$ cat config.mk
export PLATFORM = sky130hd
export DESIGN_NAME = mult_ctrl_regs
export DESIGN_NICKNAME = d
export VERILOG_FILES = /design/src/rtl/mult_regs_pkg.sv /design/src/rtl/mult_seq_fsm.sv /design/src/rtl/mult_ctrl_regs.sv
export SDC_FILE = /design/constraint.sdc
export NUM_CORES = 1
export LEC_CHECK = 0
export CORE_MARGIN = 1
export CORE_UTILIZATION = 24
export CTS_CLUSTER_SIZE = 25
export DETAILED_ROUTE_END_ITERATION = 10
export PLACE_DENSITY_LB_ADDON = 0.15
export SKIP_LAST_GASP = 1
export SLEW_MARGIN = 20
export SYNTH_ARGS = -nofsm -noshare
export SYNTH_HDL_FRONTEND = slang
export SYNTH_SLANG_ARGS = --single-unit
$ cat constraint.sdc
create_clock -name clk_i -period 1.7 [get_ports clk_i]
set_input_delay 0.17 -clock clk_i [delete_from_list [all_inputs] [get_ports clk_i]]
set_output_delay 0.17 -clock clk_i [all_outputs]
set_load 0.1 [all_outputs]
$ cat src/rtl/mult_regs_pkg.sv
// Shared definitions for the multiplier control register block:
// register addresses, bit positions, mode encodings and sequencer states.
package mult_regs_pkg;

  // Byte addresses of the register map
  localparam int unsigned ADDR_CTRL     = 32'h0;
  localparam int unsigned ADDR_OPERANDS = 32'h4;
  localparam int unsigned ADDR_RESULT   = 32'h8;
  localparam int unsigned ADDR_STATUS   = 32'hC;

  // CTRL bit positions
  localparam int CTRL_RUN      = 0;
  localparam int CTRL_START    = 1;
  localparam int CTRL_MODE_LSB = 2;

  // STATUS bit positions
  localparam int STAT_DONE    = 0;
  localparam int STAT_BUSY    = 1;
  localparam int STAT_ERR     = 2;
  localparam int STAT_TIMEOUT = 3;

  // Multiplier mode (cm) encodings
  typedef enum logic [1:0] {
    MODE_S8   = 2'b00,
    MODE_P8   = 2'b01,
    MODE_16   = 2'b10,
    MODE_RSVD = 2'b11
  } mode_e;

  // Sequencer states
  typedef enum logic [1:0] {
    ST_IDLE  = 2'b00,
    ST_CLEAR = 2'b01,
    ST_START = 2'b10,
    ST_WAIT  = 2'b11
  } state_e;

endpackage

$ cat src/rtl/mult_seq_fsm.sv
// Operation sequencer: flushes the multiplier with a one-cycle reset,
// issues a one-cycle enable, then waits for completion or timeout.
// Holds the shadow copies of operands and mode seen by the multiplier.
module mult_seq_fsm
  import mult_regs_pkg::*;
#(
  parameter int TIMEOUT_CYCLES = 64
) (
  input  logic        clk_i,
  input  logic        reset_ni,
  input  logic        run_i,          // RUN as it stands after this edge
  input  logic        start_i,        // validated start command
  input  logic [1:0]  mode_i,
  input  logic [31:0] operands_i,
  input  logic        data_valid_i,
  output logic        busy_o,
  output logic        clear_o,
  output logic        mul_enable_o,
  output logic        done_set_o,
  output logic        timeout_set_o,
  output logic [15:0] multiplicand_o,
  output logic [15:0] multiplier_o,
  output logic [1:0]  cm_o
);

  localparam int CNT_W = (TIMEOUT_CYCLES > 1) ? $clog2(TIMEOUT_CYCLES) : 1;
  localparam logic [CNT_W-1:0] CNT_LAST = CNT_W'(TIMEOUT_CYCLES - 1);

  state_e           state_q, state_d;
  logic [CNT_W-1:0] cnt_q;
  logic             wait_last;

  assign wait_last = (cnt_q == CNT_LAST);

  // State register
  always_ff @(posedge clk_i or negedge reset_ni) begin
    // NOTE: non-blocking (<=) in every clocked block, so all flops sample
    // pre-edge values; same-cycle reads therefore see pre-update state.
    if (!reset_ni) state_q <= ST_IDLE;
    else           state_q <= state_d;
  end

  // Next-state logic; dropping RUN aborts from any state
  always_comb begin
    // NOTE: default first so every path assigns state_d and no latch forms.
    state_d = state_q;
    if (!run_i) begin
      state_d = ST_IDLE;
    end else begin
      case (state_q)
        ST_IDLE:  if (start_i) state_d = ST_CLEAR;
        ST_CLEAR: state_d = ST_START;
        ST_START: state_d = ST_WAIT;
        ST_WAIT:  if (data_valid_i || wait_last) state_d = ST_IDLE;
        default:  state_d = ST_IDLE;
      endcase
    end
  end

  // Outputs decoded from the current state; completion wins over timeout
  always_comb begin
    busy_o        = (state_q != ST_IDLE);
    clear_o       = (state_q == ST_CLEAR);
    mul_enable_o  = (state_q == ST_START);
    done_set_o    = run_i && (state_q == ST_WAIT) && data_valid_i;
    timeout_set_o = run_i && (state_q == ST_WAIT) && !data_valid_i && wait_last;
  end

  // WAIT cycle counter, zero on every entry to WAIT
  always_ff @(posedge clk_i or negedge reset_ni) begin
    if (!reset_ni)                                      cnt_q <= '0;
    else if (state_q == ST_WAIT && state_d == ST_WAIT)  cnt_q <= cnt_q + 1'b1;
    else                                                cnt_q <= '0;
  end

  // Shadows capture operands and mode only when an operation is launched
  always_ff @(posedge clk_i or negedge reset_ni) begin
    if (!reset_ni) begin
      multiplicand_o <= '0;
      multiplier_o   <= '0;
      cm_o           <= '0;
    end else if (state_q == ST_IDLE && state_d == ST_CLEAR) begin
      multiplicand_o <= operands_i[31:16];
      multiplier_o   <= operands_i[15:0];
      cm_o           <= mode_i;
    end
  end

endmodule

$ cat src/rtl/mult_ctrl_regs.sv
// Register-mapped front end for configurable_multiplication: CTRL,
// OPERANDS, RESULT and STATUS registers, sticky W1C flags, read port.
module mult_ctrl_regs
  import mult_regs_pkg::*;
#(
  parameter int TIMEOUT_CYCLES = 64,
  parameter int ADDR_W         = 4
) (
  input  logic              clk_i,
  input  logic              reset_ni,
  input  logic              wr_en_i,
  input  logic [ADDR_W-1:0] wr_addr_i,
  input  logic [31:0]       wr_data_i,
  input  logic              rd_en_i,
  input  logic [ADDR_W-1:0] rd_addr_i,
  output logic [31:0]       rd_data_o,
  output logic              rd_valid_o,
  output logic [15:0]       multiplicand_o,
  output logic [15:0]       multiplier_o,
  output logic              mul_reset_no,
  output logic              mul_enable_o,
  output logic [1:0]        cm_o,
  input  logic [31:0]       product_i,
  input  logic              data_valid_i
);

  logic        run_q;
  logic [1:0]  mode_q;
  logic [31:0] operands_q, result_q;
  logic        done_q, err_q, timeout_q;

  logic        wr_ctrl, wr_operands, wr_status;
  logic        run_d, start_req, start_ok, err_set;
  logic [1:0]  mode_wr;
  logic        busy, clear, done_set, timeout_set;
  logic [31:0] rd_mux;

  assign wr_ctrl     = wr_en_i && (wr_addr_i == ADDR_W'(ADDR_CTRL));
  assign wr_operands = wr_en_i && (wr_addr_i == ADDR_W'(ADDR_OPERANDS));
  assign wr_status   = wr_en_i && (wr_addr_i == ADDR_W'(ADDR_STATUS));

  // A start is judged against the RUN/MODE carried by the same CTRL write
  assign mode_wr   = wr_data_i[CTRL_MODE_LSB +: 2];
  assign run_d     = wr_ctrl ? wr_data_i[CTRL_RUN] : run_q;
  assign start_req = wr_ctrl && wr_data_i[CTRL_START];
  assign start_ok  = start_req && !busy && run_d && (mode_wr != MODE_RSVD);
  assign err_set   = start_req && !start_ok;

  assign mul_reset_no = run_q && !clear;

  mult_seq_fsm #(
    .TIMEOUT_CYCLES(TIMEOUT_CYCLES)
  ) u_seq (
    .clk_i          (clk_i),
    .reset_ni       (reset_ni),
    .run_i          (run_d),
    .start_i        (start_ok),
    .mode_i         (mode_wr),
    .operands_i     (operands_q),
    .data_valid_i   (data_valid_i),
    .busy_o         (busy),
    .clear_o        (clear),
    .mul_enable_o   (mul_enable_o),
    .done_set_o     (done_set),
    .timeout_set_o  (timeout_set),
    .multiplicand_o (multiplicand_o),
    .multiplier_o   (multiplier_o),
    .cm_o           (cm_o)
  );

  // CTRL and OPERANDS registers; writes while busy never reach the shadows
  always_ff @(posedge clk_i or negedge reset_ni) begin
    if (!reset_ni) begin
      run_q      <= 1'b0;
      mode_q     <= '0;
      operands_q <= '0;
    end else begin
      if (wr_ctrl) begin
        run_q  <= wr_data_i[CTRL_RUN];
        mode_q <= mode_wr;
      end
      if (wr_operands) operands_q <= wr_data_i;
    end
  end

  // RESULT latch and sticky STATUS flags; a set beats a same-cycle W1C
  always_ff @(posedge clk_i or negedge reset_ni) begin
    if (!reset_ni) begin
      result_q  <= '0;
      done_q    <= 1'b0;
      err_q     <= 1'b0;
      timeout_q <= 1'b0;
    end else begin
      if (done_set) result_q <= product_i;

      if (done_set)                                          done_q <= 1'b1;
      else if (start_ok || (wr_status && wr_data_i[STAT_DONE])) done_q <= 1'b0;

      if (err_set)                                   err_q <= 1'b1;
      else if (wr_status && wr_data_i[STAT_ERR])     err_q <= 1'b0;

      if (timeout_set)                                            timeout_q <= 1'b1;
      else if (start_ok || (wr_status && wr_data_i[STAT_TIMEOUT])) timeout_q <= 1'b0;
    end
  end

  // Read mux; unmapped addresses return zero, START always reads zero
  always_comb begin
    rd_mux = '0;
    if (rd_addr_i == ADDR_W'(ADDR_CTRL)) begin
      rd_mux[CTRL_RUN]               = run_q;
      rd_mux[CTRL_MODE_LSB +: 2]     = mode_q;
    end else if (rd_addr_i == ADDR_W'(ADDR_OPERANDS)) begin
      rd_mux = operands_q;
    end else if (rd_addr_i == ADDR_W'(ADDR_RESULT)) begin
      rd_mux = result_q;
    end else if (rd_addr_i == ADDR_W'(ADDR_STATUS)) begin
      rd_mux[STAT_DONE]    = done_q;
      rd_mux[STAT_BUSY]    = busy;
      rd_mux[STAT_ERR]     = err_q;
      rd_mux[STAT_TIMEOUT] = timeout_q;
    end
  end

  // Registered read response, one cycle after the strobe
  always_ff @(posedge clk_i or negedge reset_ni) begin
    if (!reset_ni) begin
      rd_valid_o <= 1'b0;
      rd_data_o  <= '0;
    end else begin
      rd_valid_o <= rd_en_i;
      rd_data_o  <= rd_en_i ? rd_mux : '0;
    end
  end

endmodule

==> impl_metrics.tcl, run 1 <==
set metrics [dict create \
    synth-seq-area-share 0.630 \
    cts_sinks 145 \
    syn_area_per_cell_um2 14.3 \
    initial_core_util 0.245 \
    firstDrtPassIters 4 \
    synthCells 403 \
    avgRoutedWirePerCell_um 17.2 \
    design_area_um2 8720 \
    fin_crit_sh 1.04 \
    grt_pass1_wl_um 24900 \
    synth_nets 481 \
    synth_top_family_by_area "multiplexers" \
    grt_max_degree 49 \
    finalClockSkew_ps 7.55 \
    relSlewSlack 0.743 \
    portBuffers 145 \
    io-pin-count 146 \
    yosys.area.top_type_share 0.630 \
    routed_wl_um 15900 \
    synth_mux_area_frac 0.216 \
    setup_violations 59 \
    drive_gt1_frac 0.422 \
    ir_drop_mv 0.563 \
    ys_ff_latch 145 \
    period_needed_ps 1770 \
    drc 0 \
    ys_types 37 \
    met2_length_um 7630 \
    die_w_um 157 \
    numCtsBuffers 17 \
    synthTopCellsByArea "dfrtp_1 (63%), mux2_2 (14%), mux2_4 (7.6%), a22oi_1 (3.8%), nor2_1 (2.9%)" \
    clkLatencyLatePin_ps 410 \
    layout_commonest_cell "dfrtp_1" \
    worst_pin_slew_ps 383 \
    grt_overflow 0 \
    slew_violations 0 \
    fin_ws_ps -70.6 \
    post-route-util 0.370 \
    dpl_cell_area_um2 7940 \
    cts_root_buf "clkbuf_16" \
    cts_buffer_depth 2 \
    routed.top_layer "met4" \
    violations "negative setup slack" \
    arrival_ps 2070 \
    synth-compound-area-share 0.0597 \
    synth_fa_ha_area_frac 0.00217 \
    first_global_vias 4365 \
    maxCapViolations 0 \
    grt_use_total 0.137 \
    synth_area_um2 5760 \
    synth_top_area_cell "dfrtp_1" \
    h-tree-depth 4 \
    place_congestion 0.747 \
    vias 3925 \
    clk_pin_slew_ps 60 \
    rsz0062_at_grt "yes" \
    vias_per_cell 4.24 \
    final_nets 671 \
    die-area_um2 24600 \
    final_cell_mix "dfrtp_1 (145), buf_4 (83), clkdlybuf4s50_1 (72)" \
    core_region_area_um2 23500 \
    crit_fanout 16 \
    drt-met1-wl_um 7420 \
    status "complete, but fails checks" \
    crit_required_ps 1990 \
    ys_warn_count 0 \
    fp.dieH_um 157 \
    wl_met3_um 654 \
    hold_viol_final 0 \
    rr_endpoint "u_seq.multiplicand_o[3]" \
    r2r-start "u_seq.state_q[1]" \
    drtIter0Drc 129 \
    power_mw 9.73 \
    area_growth_syn_to_layout_pct 51.3 \
    crit_type "reg -> reg" \
    cts_tree "done" \
    startpoint_type "flip-flop" \
    synthSimpleGateAreaFrac 0.0647 \
    reg2reg_slack_ps -70 \
    synth_xor_area_frac 0.00608 \
    leakage_nw 4.12 \
    rows 56 \
    dp_hpwl_um 10800 \
    endpoint_kind "flip-flop" \
    antenna_found_initial 0 \
    n_antenna_cell 0 \
    holdCritPathClass "in -> async" \
    power-per-cell-area_nw_per_um2 1110 \
    fmax_ghz 0.565 \
    r2r_cells 5 \
    drtAntennaViolNets 0 \
]
==> critical path, cell delays in order, from the launching register on <==
cell	delay, ps
dfrtp_1	400
nor2_2	160
nand3_2	110
or4_4	480
buf_12	190
mux2_4	300
==> how the worst max path moves through the flow <==
stage	endpoint	slack [ps]	startpoint
2_1_floorplan	u_seq.multiplicand_o[10]	-90	u_seq.state_q[1]
3_3_place_gp	result_q[7]	-520	wr_en_i
3_5_place_dp	result_q[9]	-580	wr_en_i
4_1_cts	u_seq.multiplicand_o[3]	-60	u_seq.state_q[1]
5_1_grt	result_q[16]	-130	u_seq.state_q[0]
6_report	u_seq.multiplicand_o[3]	-70	u_seq.state_q[1]
==> metal layers <==
metal,vias to the layer above,track usage
met1,1998,0.180
met5,-,0
li1,1811,-
met3,9,0.0325
met2,107,0.222
met4,0,0.0458
==> flip-flops by register name, summed over array words and instances, names as in the netlist, 2 cells and up <==
register / count
u_seq.state_q: 2
u_seq.cm_o: 2
rd_data_o: 32
result_q: 32
operands_q: 32
u_seq.cnt_q: 6
mode_q: 2
u_seq.multiplier_o: 16
u_seq.multiplicand_o: 16
==> layout make-up <==
type / instances / area [um^2]
Multi-Input combinational cell: 236 / 2080
Clock inverter: 8 / 125
Tap cell: 319 / 399
Sequential cell: 145 / 3630
Fill cell: 2310 / 14800
Inverter: 3 / 11.3
Clock buffer: 24 / 492
Timing Repair Buffer: 190 / 1990
==> what timing repair did <==
action / 4_1_cts / 5_1_grt
setup buffers: 3 / 2
hold endpoints to repair: 56 / 0
gates resized for setup: 7 / 6
cloned: 1 / 1
pin swaps: 0 / 2
hold buffers: 1 / 0
setup endpoints to repair: 66 / 72
==> cells by family (layout without fill, tap and decap cells) <==
kind of cell               count (synthesis)  count (layout)
DFF                                      145             145
adders and majority gates                  1               1
xor gates and xnor gates                   4               4
and+or+nand+nor                           81              81
muxes                                    101             101
AOI/OAI and AO/OA                         49              49
buffers and inverters                     22             225
==> power breakdown <==
group,internal [mW],switching [mW]
clock network,2.47,1.43
registers,3.79,0.265
logic,0.706,1.06
total,6.97,2.76
==> metrics by stage <==
stage	worst slack (ps)	TNS, ps	hold WS [ps]	std cells
6_report	-70.6	-2430	234	925
4_1_cts	-63.9	-2850	226	922
3_5_place_dp	-582	-48530	96.0	885
2_1_floorplan	-88.6	-2540	-126	403
5_1_grt	-129	-7450	249	925
3_3_place_gp	-521	-45960	92.2	885
==> cell usage after synthesis, drive strengths merged <==
library cell and n:
and2 1, and3 1, nor2b 2, dfrtp 145, nand3 5, a21o 3
inv 3, buf 11, clkbuf 8, a22oi 29, xor2 1, a31oi 1
o21a 1, or4 1, o21ai 5, nor3 1, o221ai 3, xnor2 3
mux2 100, mux2i 1, or3b 1, ha 1, nor3b 1, nor4 2
nand2b 1, nor2 44, nand2 17, nor4b 1, o32ai 1, nand4 3
a21oi 6
Power figures use the tool's default switching activity.
==> run 2, diff against run 1 <==
- SLEW_MARGIN: 20 -> not set
==> results of run 2 <==
The final DEF is identical to that of run 1; final timing and power are the same.
